$ cat src/rtl/multicycle_control_unit_pkg.sv
// Shared encodings for the multi-cycle RV32I main control: FSM states, opcodes
// and datapath mux selects.
package multicycle_control_unit_pkg;

   typedef enum logic [2:0] {
      ST_IF    = 3'd0,
      ST_ID    = 3'd1,
      ST_EX    = 3'd2,
      ST_MEM   = 3'd3,
      ST_WB    = 3'd4,
      ST_JALR2 = 3'd5,
      ST_PC4   = 3'd6,
      ST_HALT  = 3'd7
   } state_t;

   localparam logic [6:0] OPC_ARITHMETIC     = 7'b0110011;
   localparam logic [6:0] OPC_ARITHMETIC_IMM = 7'b0010011;
   localparam logic [6:0] OPC_LOAD           = 7'b0000011;
   localparam logic [6:0] OPC_STORE          = 7'b0100011;
   localparam logic [6:0] OPC_BRANCH         = 7'b1100011;
   localparam logic [6:0] OPC_JAL            = 7'b1101111;
   localparam logic [6:0] OPC_JALR           = 7'b1100111;
   localparam logic [6:0] OPC_ECALL          = 7'b1110011;

   localparam logic OP_SIG_ADD = 1'b0;
   localparam logic OP_SIG_ALU = 1'b1;

   localparam logic ALU_SRC_A_PC  = 1'b0;
   localparam logic ALU_SRC_A_REG = 1'b1;

   localparam logic [1:0] ALU_SRC_B_REG  = 2'd0;
   localparam logic [1:0] ALU_SRC_B_FOUR = 2'd1;
   localparam logic [1:0] ALU_SRC_B_IMM  = 2'd2;

   localparam logic [1:0] WB_SEL_ALUOUT = 2'd0;
   localparam logic [1:0] WB_SEL_MDR    = 2'd1;
   localparam logic [1:0] WB_SEL_ALU    = 2'd2;

   localparam logic PC_SRC_ALU    = 1'b0;
   localparam logic PC_SRC_ALUOUT = 1'b1;

   // Opcodes that go through the EX state (ECALL is decoded separately in ID).
   function automatic logic goes_to_ex(input logic [6:0] op);
      return (op == OPC_ARITHMETIC) || (op == OPC_ARITHMETIC_IMM) ||
             (op == OPC_LOAD) || (op == OPC_STORE) || (op == OPC_BRANCH) ||
             (op == OPC_JAL) || (op == OPC_JALR);
   endfunction

endpackage

$ cat src/rtl/multicycle_control_unit_mem_wait_watchdog.sv
// Memory wait-cycle counter; expired flags the last cycle an access may still
// complete before the control FSM gives up.
module mem_wait_watchdog #(
   parameter int MAX_MEM_WAIT = 15,
   parameter int CNT_W        = 4
) (
   input  logic clk,
   input  logic reset,
   input  logic clear,
   input  logic count_en,
   output logic expired
);

   localparam logic [CNT_W-1:0] LAST_CNT = CNT_W'(MAX_MEM_WAIT - 1);

   logic [CNT_W-1:0] wait_cnt_reg;

   always_ff @(posedge clk or negedge reset) begin
      if (!reset) begin
         wait_cnt_reg <= '0;
      end else if (clear) begin
         wait_cnt_reg <= '0;
      end else if (count_en && (wait_cnt_reg != LAST_CNT)) begin
         wait_cnt_reg <= wait_cnt_reg + 1'b1;
      end
   end

   assign expired = (wait_cnt_reg == LAST_CNT);

endmodule

$ cat src/rtl/multicycle_control_unit.sv
// Main-control FSM of the multi-cycle RV32I CPU: sequences IF/ID/EX/MEM/WB over
// the shared ALU and unified memory, halting on ECALL, illegal opcode or timeout.
module multicycle_control_unit
   import multicycle_control_unit_pkg::*;
#(
   parameter int MAX_MEM_WAIT = 15,
   parameter int CNT_W        = 4
) (
   input  logic       clk,
   input  logic       reset,
   input  logic [6:0] opcode,
   input  logic       alu_bcond,
   input  logic       ecall_halt,
   input  logic       mem_ready,
   output logic       mem_read,
   output logic       mem_write,
   output logic       i_or_d,
   output logic       ir_write,
   output logic       mdr_write,
   output logic       alu_src_a,
   output logic [1:0] alu_src_b,
   output logic       alu_op_sig,
   output logic       pc_source,
   output logic       pc_write,
   output logic       reg_write,
   output logic [1:0] wb_sel,
   output logic       halted,
   output logic       illegal_inst,
   output logic       mem_timeout
);

   state_t state_reg, state_next, dec_state;
   logic   halted_reg, illegal_reg, timeout_reg;
   logic   illegal_hit, timeout_hit, wd_expired, wd_clear, wd_count_en;

   // Decoding as HALT while reset is low forces every strobe to 0 immediately.
   assign dec_state = reset ? state_reg : ST_HALT;

   assign wd_clear    = (state_next != state_reg);
   assign wd_count_en = ((state_reg == ST_IF) || (state_reg == ST_MEM)) && !mem_ready;

   mem_wait_watchdog #(
      .MAX_MEM_WAIT(MAX_MEM_WAIT),
      .CNT_W       (CNT_W)
   ) u_watchdog (
      .clk     (clk),
      .reset   (reset),
      .clear   (wd_clear),
      .count_en(wd_count_en),
      .expired (wd_expired)
   );

   always_ff @(posedge clk or negedge reset) begin
      if (!reset) begin
         state_reg   <= ST_IF;
         halted_reg  <= 1'b0;
         illegal_reg <= 1'b0;
         timeout_reg <= 1'b0;
      end else begin
         state_reg <= state_next;
         if (state_next == ST_HALT) halted_reg  <= 1'b1;
         if (illegal_hit)           illegal_reg <= 1'b1;
         if (timeout_hit)           timeout_reg <= 1'b1;
      end
   end

   always_comb begin
      state_next  = dec_state;
      illegal_hit = 1'b0;
      timeout_hit = 1'b0;
      mem_read    = 1'b0;
      mem_write   = 1'b0;
      i_or_d      = 1'b0;
      ir_write    = 1'b0;
      mdr_write   = 1'b0;
      alu_src_a   = ALU_SRC_A_PC;
      alu_src_b   = ALU_SRC_B_REG;
      alu_op_sig  = OP_SIG_ADD;
      pc_source   = PC_SRC_ALU;
      pc_write    = 1'b0;
      reg_write   = 1'b0;
      wb_sel      = WB_SEL_ALUOUT;

      case (dec_state)
         ST_IF: begin
            mem_read = 1'b1;
            ir_write = mem_ready;
            if (mem_ready) begin
               state_next = ST_ID;
            end else if (wd_expired) begin
               state_next  = ST_HALT;
               timeout_hit = 1'b1;
            end
         end
         ST_ID: begin
            alu_src_b = ALU_SRC_B_IMM;
            if (opcode == OPC_ECALL) begin
               state_next = ecall_halt ? ST_HALT : ST_WB;
            end else if (goes_to_ex(opcode)) begin
               state_next = ST_EX;
            end else begin
               state_next  = ST_HALT;
               illegal_hit = 1'b1;
            end
         end
         ST_EX: begin
            alu_src_a  = ALU_SRC_A_REG;
            alu_op_sig = OP_SIG_ALU;
            case (opcode)
               OPC_ARITHMETIC: state_next = ST_WB;
               OPC_ARITHMETIC_IMM: begin
                  alu_src_b  = ALU_SRC_B_IMM;
                  state_next = ST_WB;
               end
               OPC_LOAD, OPC_STORE: begin
                  alu_src_b  = ALU_SRC_B_IMM;
                  state_next = ST_MEM;
               end
               OPC_BRANCH: begin
                  pc_source  = alu_bcond ? PC_SRC_ALUOUT : PC_SRC_ALU;
                  pc_write   = alu_bcond;
                  state_next = alu_bcond ? ST_IF : ST_PC4;
               end
               OPC_JAL: begin
                  alu_src_a  = ALU_SRC_A_PC;
                  alu_src_b  = ALU_SRC_B_FOUR;
                  alu_op_sig = OP_SIG_ADD;
                  reg_write  = 1'b1;
                  wb_sel     = WB_SEL_ALU;
                  pc_source  = PC_SRC_ALUOUT;
                  pc_write   = 1'b1;
                  state_next = ST_IF;
               end
               OPC_JALR: begin
                  alu_src_b  = ALU_SRC_B_IMM;
                  state_next = ST_JALR2;
               end
               default: state_next = ST_HALT;
            endcase
         end
         ST_MEM: begin
            i_or_d    = 1'b1;
            mem_write = (opcode == OPC_STORE);
            mem_read  = (opcode != OPC_STORE);
            mdr_write = mem_ready && (opcode == OPC_LOAD);
            if (mem_ready) begin
               state_next = ST_WB;
            end else if (wd_expired) begin
               state_next  = ST_HALT;
               timeout_hit = 1'b1;
            end
         end
         ST_WB: begin
            alu_src_b  = ALU_SRC_B_FOUR;
            pc_write   = 1'b1;
            state_next = ST_IF;
            if ((opcode == OPC_ARITHMETIC) || (opcode == OPC_ARITHMETIC_IMM)) begin
               reg_write = 1'b1;
            end else if (opcode == OPC_LOAD) begin
               reg_write = 1'b1;
               wb_sel    = WB_SEL_MDR;
            end
         end
         ST_JALR2: begin
            // Target comes from ALUOut computed in EX, so overwriting rd==rs1 here is safe.
            alu_src_b  = ALU_SRC_B_FOUR;
            reg_write  = 1'b1;
            wb_sel     = WB_SEL_ALU;
            pc_source  = PC_SRC_ALUOUT;
            pc_write   = 1'b1;
            state_next = ST_IF;
         end
         ST_PC4: begin
            alu_src_b  = ALU_SRC_B_FOUR;
            pc_write   = 1'b1;
            state_next = ST_IF;
         end
         ST_HALT: state_next = ST_HALT;
         default: state_next = ST_HALT;
      endcase
   end

   assign halted       = halted_reg;
   assign illegal_inst = illegal_reg;
   assign mem_timeout  = timeout_reg;

endmodule

$ cat config.mk
export PLATFORM = sky130hd
export DESIGN_NAME = multicycle_control_unit
export DESIGN_NICKNAME = d
export VERILOG_FILES = /design/src/rtl/multicycle_control_unit_pkg.sv /design/src/rtl/multicycle_control_unit_mem_wait_watchdog.sv /design/src/rtl/multicycle_control_unit.sv
export SDC_FILE = /design/constraint.sdc
export NUM_CORES = 1
export LEC_CHECK = 0
export BUFFER_PORTS_ARGS = -buffer_cell sky130_fd_sc_hd__buf_2
export CORE_MARGIN = 1
export CORE_UTILIZATION = 55
export DETAILED_ROUTE_END_ITERATION = 7
export HOLD_SLACK_MARGIN = 0.12
export PLACE_DENSITY = 0.83
export SYNTH_ARGS = -nofsm -noshare
export SYNTH_HDL_FRONTEND = slang
export SYNTH_SLANG_ARGS = --single-unit
$ cat constraint.sdc
create_clock -name clk -period 3.05 [get_ports clk]
set_input_delay 0.4575 -clock clk [delete_from_list [all_inputs] [get_ports clk]]
set_output_delay 0.4575 -clock clk [all_outputs]
set_load 0.02 [all_outputs]
# After elaboration in Yosys (flattened, before gate mapping)
# Index checks and enable logic that the tools add are counted.
# totals
reg_bits	10
in_bits	12
output_inout_bits	17
word_cells	86
# classes
addsub	1
eq_ne	21
mux	40
reduce_logical	19
# op_table
cell	count
== test 7 bit (second input constant)	4
two-way mux 3 bit	7
two-way mux 1 bit	18
one-hot mux 3 bit (6 select lines)	1
== test 3 bit (second input constant)	5
one-hot mux 3 bit (5 select lines)	1
== test 7 x 6 -> 1 bit (second input constant)	2
one-hot mux 2 bit (3 select lines)	2
one-hot mux 1 bit (2 select lines)	5
== test 3 x 2 -> 1 bit (second input constant)	3
two-way mux 4 bit	2
== test 7 x 2 -> 1 bit (second input constant)	1
== test 7 x 5 -> 1 bit (second input constant)	1
logical OR 1 bit	7
!= test 7 x 6 -> 1 bit (second input constant)	1
zero test 3 bit	2
OR reduction 2 bit	3
adder 4 x 1 -> 4 bit (second input constant)	1
== test 4 bit (second input constant)	1
two-way mux 2 bit	2
!= test 4 bit (second input constant)	1
one-hot mux 2 bit (2 select lines)	1
OR reduction 4 bit	1
== test 3 x 1 -> 1 bit (second input constant)	1
other kinds (6)	8

# Logic depth before layout (Yosys ltp)
# depth
word_depth	12
mapped_depth	7
mapped_depth_nobuf	7

# By module
# From an unflattened synthesis, not the netlist that was laid out.
# hier_totals
cells_unflattened	124
hier_area_um2	960.9
# modules_own_cells
mod	n_inst	cells_each	area_each_um2	seq_area_each_um2
multicycle_control_unit	1	100	739.5	150.1
mem_wait_watchdog	1	24	221.5	100.1

# Worst setup path before layout
# OpenSTA, ideal clock, no wires.
# synth_path
path_kind	input to output
start	in opcode[4]
end	out pc_write
t_arrival_ns	1.805
required_time_ns	2.592
setup_slack_ns	0.788
path_stages	5
path_buffers	1
cell_sequence	and3b_1 buf_6 nand4_1 o21ai_0 nand2b_1
# synth_between
elab_chain_cells	3
word_cells_on_any_way	4
cone_classes	eq/ne: 2; mux: 2
# synth_lines
item	line_no	text
from (decl)	multicycle_control_unit.sv:11	input logic [6:0] opcode,
== test 7 bit	multicycle_control_unit.sv:109	case (opcode)
one-hot mux 1 bit (2 select lines) (*)	multicycle_control_unit.sv:109	
one-hot mux 1 bit (2 select lines) (*)	multicycle_control_unit.sv:84	case (dec_state)
to (decl)	multicycle_control_unit.sv:24	output logic pc_write,
# Every way passes the cells marked *; elsewhere a longest branch is shown, timed or not.

# Worst setup path in the final report
# layout_path
start	in opcode[4]
end	out reg_write
# layout_between
elab_chain_cells	4
word_cells_on_any_way	9
cone_classes	eq/ne: 4; mux: 4; reduce/logical: 1
# layout_lines
item	line_no	text
== test 7 x 2 -> 1 bit, or another cell as far along	multicycle_control_unit.sv:159	end else if (opcode == OPC_LOAD) begin
two-way mux 1 bit / logical OR 1 bit (equally long branches)	multicycle_control_unit.sv:159, multicycle_control_unit.sv:157	
two-way mux 1 bit	multicycle_control_unit.sv:157	if ((opcode == OPC_ARITHMETIC) || (opcode == OPC_ARITHMETIC_IMM)) begin
one-hot mux 1 bit (3 select lines) (*)	multicycle_control_unit.sv:84	
to (decl)	multicycle_control_unit.sv:25	output logic reg_write,
# Marked as above.

==> flow_summary.json <==
{
  "rsz0062_at_grt": "false",
  "drtIter0Drc": 73,
  "path_common_cell": "buf_2",
  "final_max_slew_viol_count": 0,
  "hpwl_um": 2082,
  "yosysWarnings": 0,
  "critPathArrivalTime_ns": 2.15,
  "via_per_inst": 6.305,
  "routedWlPerCell_um": 15.36,
  "synth-edff-count": 0,
  "path_class": "in -> out",
  "dieArea_um2": 2180,
  "period_needed_ns": 2.610,
  "cts_tree": "done",
  "r2r_slack_ns": 0.94,
  "ys_async_sr_fraction_pct": 100.0,
  "drv_cap": 0,
  "final_nets": 167,
  "crit_path_end_kind": "output pin",
  "clk_latency_ns": 0.28,
  "core-area_um2": 1802,
  "overflow": 0,
  "rr_startpoint": "state_reg[1]$_DFF_PN0_",
  "area.growth.synth_to_final_pct": 14.47,
  "vdd_drop_max_uv": 411.0,
  "root_buffer": "clkbuf_4",
  "powerDensity_nw_per_um2": 600.7,
  "drc": 0,
  "io_buffers": 28,
  "cts_setup_buffers": 0,
  "rr_worst_depth": 5,
  "clock.fmax_mhz": 383.1,
  "fin_area_um2": 1257,
  "largest_register_ffs": 4,
  "gp_congestion": 0.9101,
  "cts_resized": 0,
  "cts_hold_buf": 0,
  "cts_buffers": 3,
  "grt_pass1_wl_um": 4581,
  "clock_path_buffers": 2,
  "post_dp_cell_area_um2": 1221,
  "grt_max_degree": 20,
  "cp_slowest_cell": "and3b_1",
  "period_share_pct": 85.58,
  "rows": 15,
  "slowest_delay_ns": 0.43,
  "maxSlewHeadroom_pct": 58.65,
  "cts.sinks": 10,
  "finalHoldViolCount": 0,
  "io_pins": 29,
  "cts_max_level": 1,
  "dr_total_vias": 1116,
  "p_leak_nw": 0.5823,
  "fin_setup_tns_ns": 0,
  "fin_skew_ns": 0.007497,
  "cp_max_fo": 9,
  "syn_area_um2": 1099,
  "reg2reg_to": "u_watchdog.wait_cnt_reg[0]$_DFFE_PN0P_",
  "final_layout_size_suffix_gt1_share_pct": 29.61,
  "hold_path_class": "in -> async",
  "die_y_um": 46.69,
  "start_util_pct": 60.97,
  "first_global_vias": 1008,
  "antenna_found_initial": 0,
  "setup_viol": 0,
  "drtAntennaViolNets": 0,
  "clkTransAtPathRegs_ns": 0.08,
  "syn-instance-count": 126,
  "syn-num-nets": 140,
  "worst_pin_slew_ns": 0.6146,
  "drt_pass1_iterations": 4,
  "ys_types": 56,
  "ys.flop_type": "dfrtp_1",
  "setup_slack_ns": 0.4397,
  "ys_ff_latch": 10,
  "syn_avg_cell_area_um2": 8.719,
  "start_kind": "input port",
  "crit_chain": "buf_2 -> and3b_1 -> nand4_1 -> nor4b_1 -> o21ai_0 -> o41ai_1 -> buf_2",
  "seq_area_frac_synth_pct": 22.78,
  "place_ws_ns": 0.4915,
  "routed_wl_um": 2719,
  "die_x_um": 46.69,
  "status": "completed",
  "track_usage_pct": 29.57,
  "required_ns": 2.59,
  "n_antenna_cell": 0
}
through the flow:
step / std cells / power (mW) / hold slack [ns] / utilization, %
after floorplan: 126 / 0.5371 / 0.1619 / -
after global placement: 173 / 0.6140 / 0.4239 / 67.78
after detailed placement: 173 / 0.6255 / 0.4295 / 67.78
after CTS: 177 / 0.7540 / 0.1256 / 69.79
after global routing: 177 / 0.8105 / 0.1382 / 69.79
final: 177 / 0.7554 / 0.1263 / 69.79
logic make-up (layout without fill, tap and decap cells):
| group | after synthesis | count (layout) | synth area share (%) |
|---|---|---|---|
| and+or+nand+nor | 55 | 55 | 35.08 |
| AOI/OAI and AO/OA | 38 | 38 | 27.11 |
| buffers and inverters | 15 | 41 | 7.859 |
| DFF | 10 | 10 | 22.78 |
| xor gates and xnor gates | 5 | 5 | 3.987 |
| adders and majority gates | 2 | 2 | 2.278 |
| muxes | 1 | 1 | 0.9112 |
placed cells by master (no fill, tap or decap), drive strengths merged, types with 4 or more instances in the layout:
cell type  netlist  routed
a21oi            5       5
and2             4       4
buf              7      29
clkbuf           0       4
dfrtp           10      10
inv              8       8
nand2            7       7
nand2b           4       4
nor2             4       4
nor4             5       5
o21ai           10      10
critical path, delay by kind of cell:
family | cells | cell delay [ns]
simple gates | 3 | 1.00
buf+inv | 2 | 0.37
compound gates | 2 | 0.32
cell usage after synthesis (2+ instances only):
| cell type | n | area (µm²) |
|---|---|---|
| dfrtp_1 | 10 | 250.2 |
| inv_1 | 8 | 30.03 |
| o21ai_0 | 8 | 40.04 |
| nand2_1 | 7 | 26.28 |
| nor4_1 | 5 | 31.28 |
| a21oi_1 | 4 | 20.02 |
| nand2b_1 | 4 | 25.02 |
| nor2_1 | 4 | 15.01 |
| a21o_1 | 3 | 22.52 |
| and2_1 | 3 | 18.77 |
| and3_1 | 3 | 18.77 |
| buf_2 | 3 | 15.01 |
| buf_6 | 3 | 33.78 |
| nand3_1 | 3 | 15.01 |
| nand4bb_1 | 3 | 33.78 |
| xor2_1 | 3 | 26.28 |
| a211oi_2 | 2 | 25.02 |
| a21boi_0 | 2 | 15.01 |
| a22oi_1 | 2 | 15.01 |
| a31oi_1 | 2 | 12.51 |
| and4b_1 | 2 | 20.02 |
| ha_1 | 2 | 25.02 |
| nand4_1 | 2 | 12.51 |
| nor2b_1 | 2 | 12.51 |
| nor3b_1 | 2 | 15.01 |
| o31ai_1 | 2 | 15.01 |
| or3_1 | 2 | 12.51 |
| xnor2_1 | 2 | 17.52 |
report_power, final:
part	leakage, nW	switching [mW]	total [mW]	internal (mW)
logic	0.447	0.237	0.392	0.155
clock network	0.0210	0.0519	0.125	0.0726
registers	0.115	0.0799	0.239	0.159
total	0.582	0.369	0.755	0.387
worst max-delay path by stage:
stage | start | endpoint | cells after the start
2_1_floorplan | opcode[4] | pc_write | 5
3_3_place_gp | opcode[4] | reg_write | 7
3_5_place_dp | opcode[4] | reg_write | 7
4_1_cts | state_reg[2]$_DFF_PN0_ | reg_write | 4
5_1_grt | opcode[5] | reg_write | 7
6_report | opcode[4] | reg_write | 7
per-layer routing:
| layer | up-vias | wire length, µm | global-route usage (%) |
|---|---|---|---|
| li1 | 533 | - | - |
| met1 | 505 | 1156 | 41.37 |
| met2 | 74 | 1287 | 47.50 |
| met3 | 4 | 263 | 3.529 |
| met4 | 0 | 12 | 8.000 |
| met5 | - | 0 | 0 |
cell type report:
type	instances	area [µm²]
multi-input cells	101	762.0
fillers	152	544.3
flip-flops and latches	10	250.2
repair buffers	29	147.6
clock buffers	4	36.28
well taps	25	31.28
inverters	8	30.03
No activity file was read; power rests on OpenSTA's default activity.
